===== src/rtl/vfd_scan_ctrl_if.sv =====
// VFD scan controller bus: segment writes, shiftout handshake and scan status.
interface vfd_scan_ctrl_if #(
    parameter int NUM_GRIDS    = 9,
    parameter int SEG_BITS     = 16,
    parameter int DISPLAY_BITS = 25
);
    localparam int AW = $clog2(NUM_GRIDS);

    logic                    enable;
    logic                    wr_en;
    logic [AW-1:0]           wr_addr;
    logic [SEG_BITS-1:0]     wr_data;
    logic                    shift_busy;
    logic [DISPLAY_BITS-1:0] shift_data;
    logic                    shift_valid;
    logic [AW-1:0]           grid_idx;
    logic                    frame_done;

    modport master (
        input  enable, wr_en, wr_addr, wr_data, shift_busy,
        output shift_data, shift_valid, grid_idx, frame_done
    );

    modport slave (
        output enable, wr_en, wr_addr, wr_data, shift_busy,
        input  shift_data, shift_valid, grid_idx, frame_done
    );
endinterface


===== src/rtl/vfd_scan_ctrl.sv =====
// VFD multiplex scan controller: per-grid blank frame, segment frame, then dwell.
module vfd_scan_ctrl #(
    parameter int DISPLAY_BITS = 25,
    parameter int NUM_GRIDS    = 9,
    parameter int SEG_BITS     = 16,
    parameter int DWELL_CYCLES = 12000,
    parameter int ACK_TIMEOUT  = 64
) (
    input logic             ICE_CLK,
    input logic             RST,
    vfd_scan_ctrl_if.master bus
);
    localparam int AW = $clog2(NUM_GRIDS);
    localparam int TW = (ACK_TIMEOUT > 1) ? $clog2(ACK_TIMEOUT) : 1;
    localparam int DW = (DWELL_CYCLES > 1) ? $clog2(DWELL_CYCLES) : 1;

    localparam logic [AW-1:0] LAST_GRID = AW'(NUM_GRIDS - 1);
    localparam logic [TW-1:0] TMO_LAST  = TW'(ACK_TIMEOUT - 1);
    localparam logic [DW-1:0] DWELL_LD  = DW'(DWELL_CYCLES - 1);

    typedef enum logic [2:0] {
        IDLE, BLANK, BLANK_ACK, BLANK_WAIT,
        SEG, SEG_ACK, SEG_WAIT, DWELL
    } state_t;

    state_t                  state, state_nx;
    logic [SEG_BITS-1:0]     mem [NUM_GRIDS];
    logic [AW-1:0]           grid_q, grid_nx;
    logic [TW-1:0]           tmo_q, tmo_nx;
    logic [DW-1:0]           dwell_q, dwell_nx;
    logic [DISPLAY_BITS-1:0] data_q, frame;
    logic [NUM_GRIDS-1:0]    onehot;
    logic                    issue, valid, advance, done_q, done_nx;

    assign onehot = {{(NUM_GRIDS-1){1'b0}}, 1'b1} << grid_q;
    assign frame  = (state == SEG) ? {onehot, mem[grid_q]} : '0;
    assign issue  = (state == BLANK) || (state == SEG);
    assign valid  = issue && !bus.shift_busy;

    // Frame is live on the issue cycle, then held until the transfer is latched
    assign bus.shift_valid = valid;
    assign bus.shift_data  = issue ? frame : data_q;
    assign bus.grid_idx    = grid_q;
    assign bus.frame_done  = done_q;

    always_comb begin
        state_nx = state;
        grid_nx  = grid_q;
        tmo_nx   = tmo_q;
        dwell_nx = dwell_q;
        done_nx  = 1'b0;
        advance  = 1'b0;
        unique case (state)
            IDLE: if (bus.enable) state_nx = BLANK;
            BLANK, SEG: begin
                if (!bus.shift_busy) begin
                    tmo_nx   = '0;
                    state_nx = (state == BLANK) ? BLANK_ACK : SEG_ACK;
                end
            end
            BLANK_ACK, SEG_ACK: begin
                if (bus.shift_busy)
                    state_nx = (state == BLANK_ACK) ? BLANK_WAIT : SEG_WAIT;
                else if (tmo_q == TMO_LAST)
                    state_nx = (state == BLANK_ACK) ? BLANK : SEG;
                else
                    tmo_nx = tmo_q + 1'b1;
            end
            BLANK_WAIT: begin
                if (!bus.shift_busy) state_nx = bus.enable ? SEG : IDLE;
            end
            SEG_WAIT: begin
                if (!bus.shift_busy) begin
                    if (bus.enable) begin
                        state_nx = DWELL;
                        dwell_nx = DWELL_LD;
                    end else begin
                        advance = 1'b1;
                    end
                end
            end
            DWELL: begin
                if (dwell_q == '0 || !bus.enable) advance = 1'b1;
                else dwell_nx = dwell_q - 1'b1;
            end
            default: state_nx = IDLE;
        endcase
        // A disable while lit still goes through BLANK, whose exit lands in IDLE
        if (advance) begin
            state_nx = BLANK;
            done_nx  = (grid_q == LAST_GRID);
            grid_nx  = (grid_q == LAST_GRID) ? '0 : grid_q + 1'b1;
        end
    end

    always_ff @(posedge ICE_CLK or posedge RST) begin
        if (RST) begin
            state   <= IDLE;
            grid_q  <= '0;
            tmo_q   <= '0;
            dwell_q <= '0;
            data_q  <= '0;
            done_q  <= 1'b0;
        end else begin
            state   <= state_nx;
            grid_q  <= grid_nx;
            tmo_q   <= tmo_nx;
            dwell_q <= dwell_nx;
            done_q  <= done_nx;
            if (valid) data_q <= frame;
        end
    end

    always_ff @(posedge ICE_CLK or posedge RST) begin
        if (RST) begin
            for (int i = 0; i < NUM_GRIDS; i++) mem[i] <= '0;
        end else if (bus.wr_en && bus.wr_addr <= LAST_GRID) begin
            mem[bus.wr_addr] <= bus.wr_data;
        end
    end
endmodule


===== src/flat_wrapper.sv =====
// flat-port wrapper written by rule: the top's interface ports become plain ports
module vfd_scan_ctrl_flat 
#(
    parameter int DISPLAY_BITS = 25,
    parameter int NUM_GRIDS    = 9,
    parameter int SEG_BITS     = 16,
    parameter int DWELL_CYCLES = 12000,
    parameter int ACK_TIMEOUT  = 64
)
  (ICE_CLK, RST, bus_enable, bus_wr_en, bus_wr_addr, bus_wr_data, bus_shift_busy, bus_shift_data, bus_shift_valid, bus_grid_idx, bus_frame_done);
  vfd_scan_ctrl_if #(.NUM_GRIDS(NUM_GRIDS), .SEG_BITS(SEG_BITS), .DISPLAY_BITS(DISPLAY_BITS)) bus_i ();
  input logic ICE_CLK;
  input logic RST;
  input wire logic [$bits(bus_i.enable)-1:0] bus_enable;
  input wire logic [$bits(bus_i.wr_en)-1:0] bus_wr_en;
  input wire logic [$bits(bus_i.wr_addr)-1:0] bus_wr_addr;
  input wire logic [$bits(bus_i.wr_data)-1:0] bus_wr_data;
  input wire logic [$bits(bus_i.shift_busy)-1:0] bus_shift_busy;
  output wire logic [$bits(bus_i.shift_data)-1:0] bus_shift_data;
  output wire logic [$bits(bus_i.shift_valid)-1:0] bus_shift_valid;
  output wire logic [$bits(bus_i.grid_idx)-1:0] bus_grid_idx;
  output wire logic [$bits(bus_i.frame_done)-1:0] bus_frame_done;
  assign bus_i.enable = bus_enable;
  assign bus_i.wr_en = bus_wr_en;
  assign bus_i.wr_addr = bus_wr_addr;
  assign bus_i.wr_data = bus_wr_data;
  assign bus_i.shift_busy = bus_shift_busy;
  assign bus_shift_data = bus_i.shift_data;
  assign bus_shift_valid = bus_i.shift_valid;
  assign bus_grid_idx = bus_i.grid_idx;
  assign bus_frame_done = bus_i.frame_done;
  vfd_scan_ctrl #(.DISPLAY_BITS(DISPLAY_BITS), .NUM_GRIDS(NUM_GRIDS), .SEG_BITS(SEG_BITS), .DWELL_CYCLES(DWELL_CYCLES), .ACK_TIMEOUT(ACK_TIMEOUT)) u_core (.ICE_CLK(ICE_CLK), .RST(RST), .bus(bus_i));
endmodule

===== config.mk =====
export PLATFORM = sky130hd
export DESIGN_NAME = vfd_scan_ctrl_flat
export DESIGN_NICKNAME = d
export VERILOG_FILES = /design/src/rtl/vfd_scan_ctrl_if.sv /design/src/rtl/vfd_scan_ctrl.sv /design/src/flat_wrapper.sv
export SDC_FILE = /design/constraint.sdc
export NUM_CORES = 1
export LEC_CHECK = 0
export BUFFER_PORTS_ARGS = -buffer_cell sky130_fd_sc_hd__buf_2
export CAP_MARGIN = 5
export CELL_PAD_IN_SITES_DETAIL_PLACEMENT = 0
export CELL_PAD_IN_SITES_GLOBAL_PLACEMENT = 1
export CORE_UTILIZATION = 45
export DETAILED_ROUTE_END_ITERATION = 16
export PLACE_DENSITY_LB_ADDON = 0.12
export SLEW_MARGIN = 40
export SYNTH_ARGS = -nofsm -noshare
export SYNTH_HDL_FRONTEND = slang
export SYNTH_SLANG_ARGS = --single-unit

===== constraint.sdc =====
create_clock -name ICE_CLK -period 6.24 [get_ports ICE_CLK]
set_input_delay 0.936 -clock ICE_CLK [delete_from_list [all_inputs] [get_ports ICE_CLK]]
set_output_delay 0.936 -clock ICE_CLK [all_outputs]
set_load 0.02 [all_outputs]

==> results.toml <==
[synthesis]
yosysWarnings = 0
syn-instance-count = 814
yosysSeqAreaShare_pct = 51.8
synth_fp_nets = 847
ys_ff_latch = 197
synth_edf_count = 0
synth_top_flop_cell = "dfrtp_1"
netlist_area_sq_mm = 0.00952
async_flop_share_pct = 100
syn_area_per_cell_sq_um = 11.7
synth.distinct_cells = 60

[final_layout]
drive_gt1_share_pct = 30.5
fin_area_sq_mm = 0.0107
area_growth_syn_to_layout_pct = 12.5
final_net_count = 882
fillers = 1802
diodes = 0

[clocking]
clk_pin_slew_ns = 0.07
cts_tree = "yes"
htreeDepth = 4
cts.sinks = 197
ctsLongestPathBuffers = 2
clk_latency_ns = 0.43
cts_made_buffers = 17
postCtsSetupBuffers = 0
ctsHoldBuffers = 0
cts-root-buf = "clkbuf_16"
cts_resized = 0

[sta]
rsz0062_at_grt = "false"
setup_ws_ns = 2.14
slew_violations = 0
fin_skew_ns = 0.0156
hold_violations = 0
finalCriticalPeriod_ns = 4.10
worst_pin_slew_ns = 0.797
holdWs_ns = 0.483
fmax_mhz = 244
maxSlewHeadroom_pct = 46.9
finalSetupTns_ns = 0
finalCritPeriodShare_pct = 65.7
finalSetupViolCount = 0

[detailed_routing]
drcViolationCount = 0
drtAntennaViolNets = 0
totalWireLength_mm = 22.4
drt-vias-per-instance = 5.78
drt_iter0_drc = 342
wire_per_inst_microns = 19.8
dr.pass1.iters = 6
vias = 6542

[floorplanning]
dieArea_sq_mm = 0.0217
start_util_pct = 46.4
core_sq_mm = 0.0205
die_w_microns = 147
fp-row-count = 52
pin_count = 56
die-height_microns = 147

[global_route]
grt_max_degree = 80
grt_usage_pct = 21.8
first_global_vias = 6650
grt_overflow = 0
grt_pass1_wl_mm = 36.5
antenna_found_initial = 0

[power_and_ir_drop]
power_uw = 4590
total_leakage_power_uw = 0.00485
ir_worst_vdd_v = 0.000256
powerDensity_mw_per_mm2 = 429

[place]
place_ws_ns = 2.57
dp_hpwl_mm = 14.1
place_area_sq_mm = 0.0101
place_congestion = 0.785
port_buffers = 55

[min_path]
min_path_type = "flip-flop to flip-flop"
min-delay-start = "u_core.data_q[19]$_DFFE_PP0P_"
min_to = "u_core.data_q[19]$_DFFE_PP0P_"
holdPathStages = 2

[run]
drv_cap = 0

[worst_setup_path]
r2r_end = "u_core.data_q[24]$_DFFE_PP0P_"
r2r_start = "u_core.bus.grid_idx[0]$_DFFE_PP0P_"
cp-start-kind = "flip-flop"
worstPathRequired_ns = 5.30
r2r_setup_slack_ns = 3.60
path_class = "flip-flop to primary output"
path_max_fanout = 44
critPathArrivalTime_ns = 3.16
end_kind = "primary output"
ff2ff_path_depth = 6

[run_status]
outcome = "complete, no violations"
## power by group
group          switching [uW]  total [uW]  leakage [uW]  internal [uW]
sequential                307        1920       0.00246           1620
clock                     548        1130      0.000297            583
combinational             885        1540       0.00210            653
total                    1740        4590       0.00485           2850
## sequential cells by signal, summed over array words and instances, names as in the netlist
register               count
u_core.data_q             25
u_core.bus.grid_idx        4
u_core.tmo_q               6
u_core.bus.frame_done      1
u_core.mem               144
u_core.dwell_q            14
u_core.state               3
## cell families (layout without fill, tap and decap cells)
logic type	count (synthesis)	after routing	synth area share (%)
and+or+nand+nor	179	179	9.62
muxes	217	217	24.9
buffers and inverters	62	110	2.71
AOI/OAI and AO/OA	149	149	9.74
DFF	197	197	51.8
adders and majority gates	8	8	1.05
xor gates and xnor gates	2	2	0.184
## synthesized netlist by cell type, drive strengths merged, types with 5 or more instances
cell type	number	area share (%)
dfrtp	197	52
mux2	147	17
nand2	80	3.2
mux2i	69	7.3
o21ai	64	3.4
clkbuf	34	1.3
o22ai	30	2.0
nor2	21	0.83
buf	17	0.93
o2bb2ai	13	1.2
nand3	12	0.63
inv	10	0.39
a21oi	8	0.42
ha	8	1.1
nand3b	8	0.63
nand2b	7	0.46
a31oi	6	0.39
nand4	6	0.39
or3	6	0.39
nor3	5	0.26
nor3b	5	0.50
o31ai	5	0.39
## layer usage
| metal | vias to the layer above | track usage, % | part of all wire, % |
|---|---|---|---|
| li1 | 3044 | - | - |
| met1 | 3374 | 28.6 | 46 |
| met2 | 109 | 37.2 | 50 |
| met3 | 15 | 3.73 | 2.9 |
| met4 | 0 | 5.88 | 0.94 |
| met5 | - | 0 | 0 |
## cell usage in the layout (no fill, tap or decap), types with 12 or more instances in the layout
master,synthesis,routed
clkbuf_16,0,17
nand2_1,80,78
o21ai_0,62,62
nand3_1,12,12
nor2_1,21,21
o22ai_1,30,30
buf_2,14,55
mux2i_1,69,69
o2bb2ai_1,13,13
dfrtp_1,197,196
mux2_2,146,146
## critical path, stage by stage, from the launching register on
cell and delay [ns]:
dfrtp_4 0.73, buf_4 0.70, mux2_2 0.41, o41ai_1 0.46, o31ai_1 0.21, buf_2 0.21
## through the flow
stage | utilization [%] | std cells
4_1_cts | 52.2 | 1132
3_5_place_dp | 49.2 | 1100
2_1_floorplan | - | 814
3_3_place_gp | 48.8 | 1096
5_1_grt | 52.3 | 1132
6_report | 52.3 | 1132
## worst max-delay path by stage
stage                                             startpoint                              end  slack, ns  depth (start not counted)
after floorplan                                          RST  u_core.bus.frame_done$_DFF_PP0_       2.76                          1
final                     u_core.bus.grid_idx[0]$_DFFE_PP0P_                bus_shift_data[4]       2.14                          5
after detailed placement  u_core.bus.grid_idx[0]$_DFFE_PP0P_               bus_shift_data[10]       2.57                          6
after global routing      u_core.bus.grid_idx[0]$_DFFE_PP0P_               bus_shift_data[10]       2.00                          6
after CTS                 u_core.bus.grid_idx[0]$_DFFE_PP0P_               bus_shift_data[10]       2.11                          6
after global placement    u_core.bus.grid_idx[0]$_DFFE_PP0P_                bus_shift_data[4]       2.50                          5
## final cells by class
cell class | count | area, sq um | area share, %
clock inverters | 14 | 183 | 1.71
repair buffers | 67 | 425 | 3.97
multi-input cells | 555 | 4360 | 40.7
flip-flops and latches | 197 | 4930 | 46.1
well taps | 270 | 338 | 3.15
inverters | 11 | 45.0 | 0.421
clock buffers | 18 | 429 | 4.01
Power figures use the tool's default switching activity.
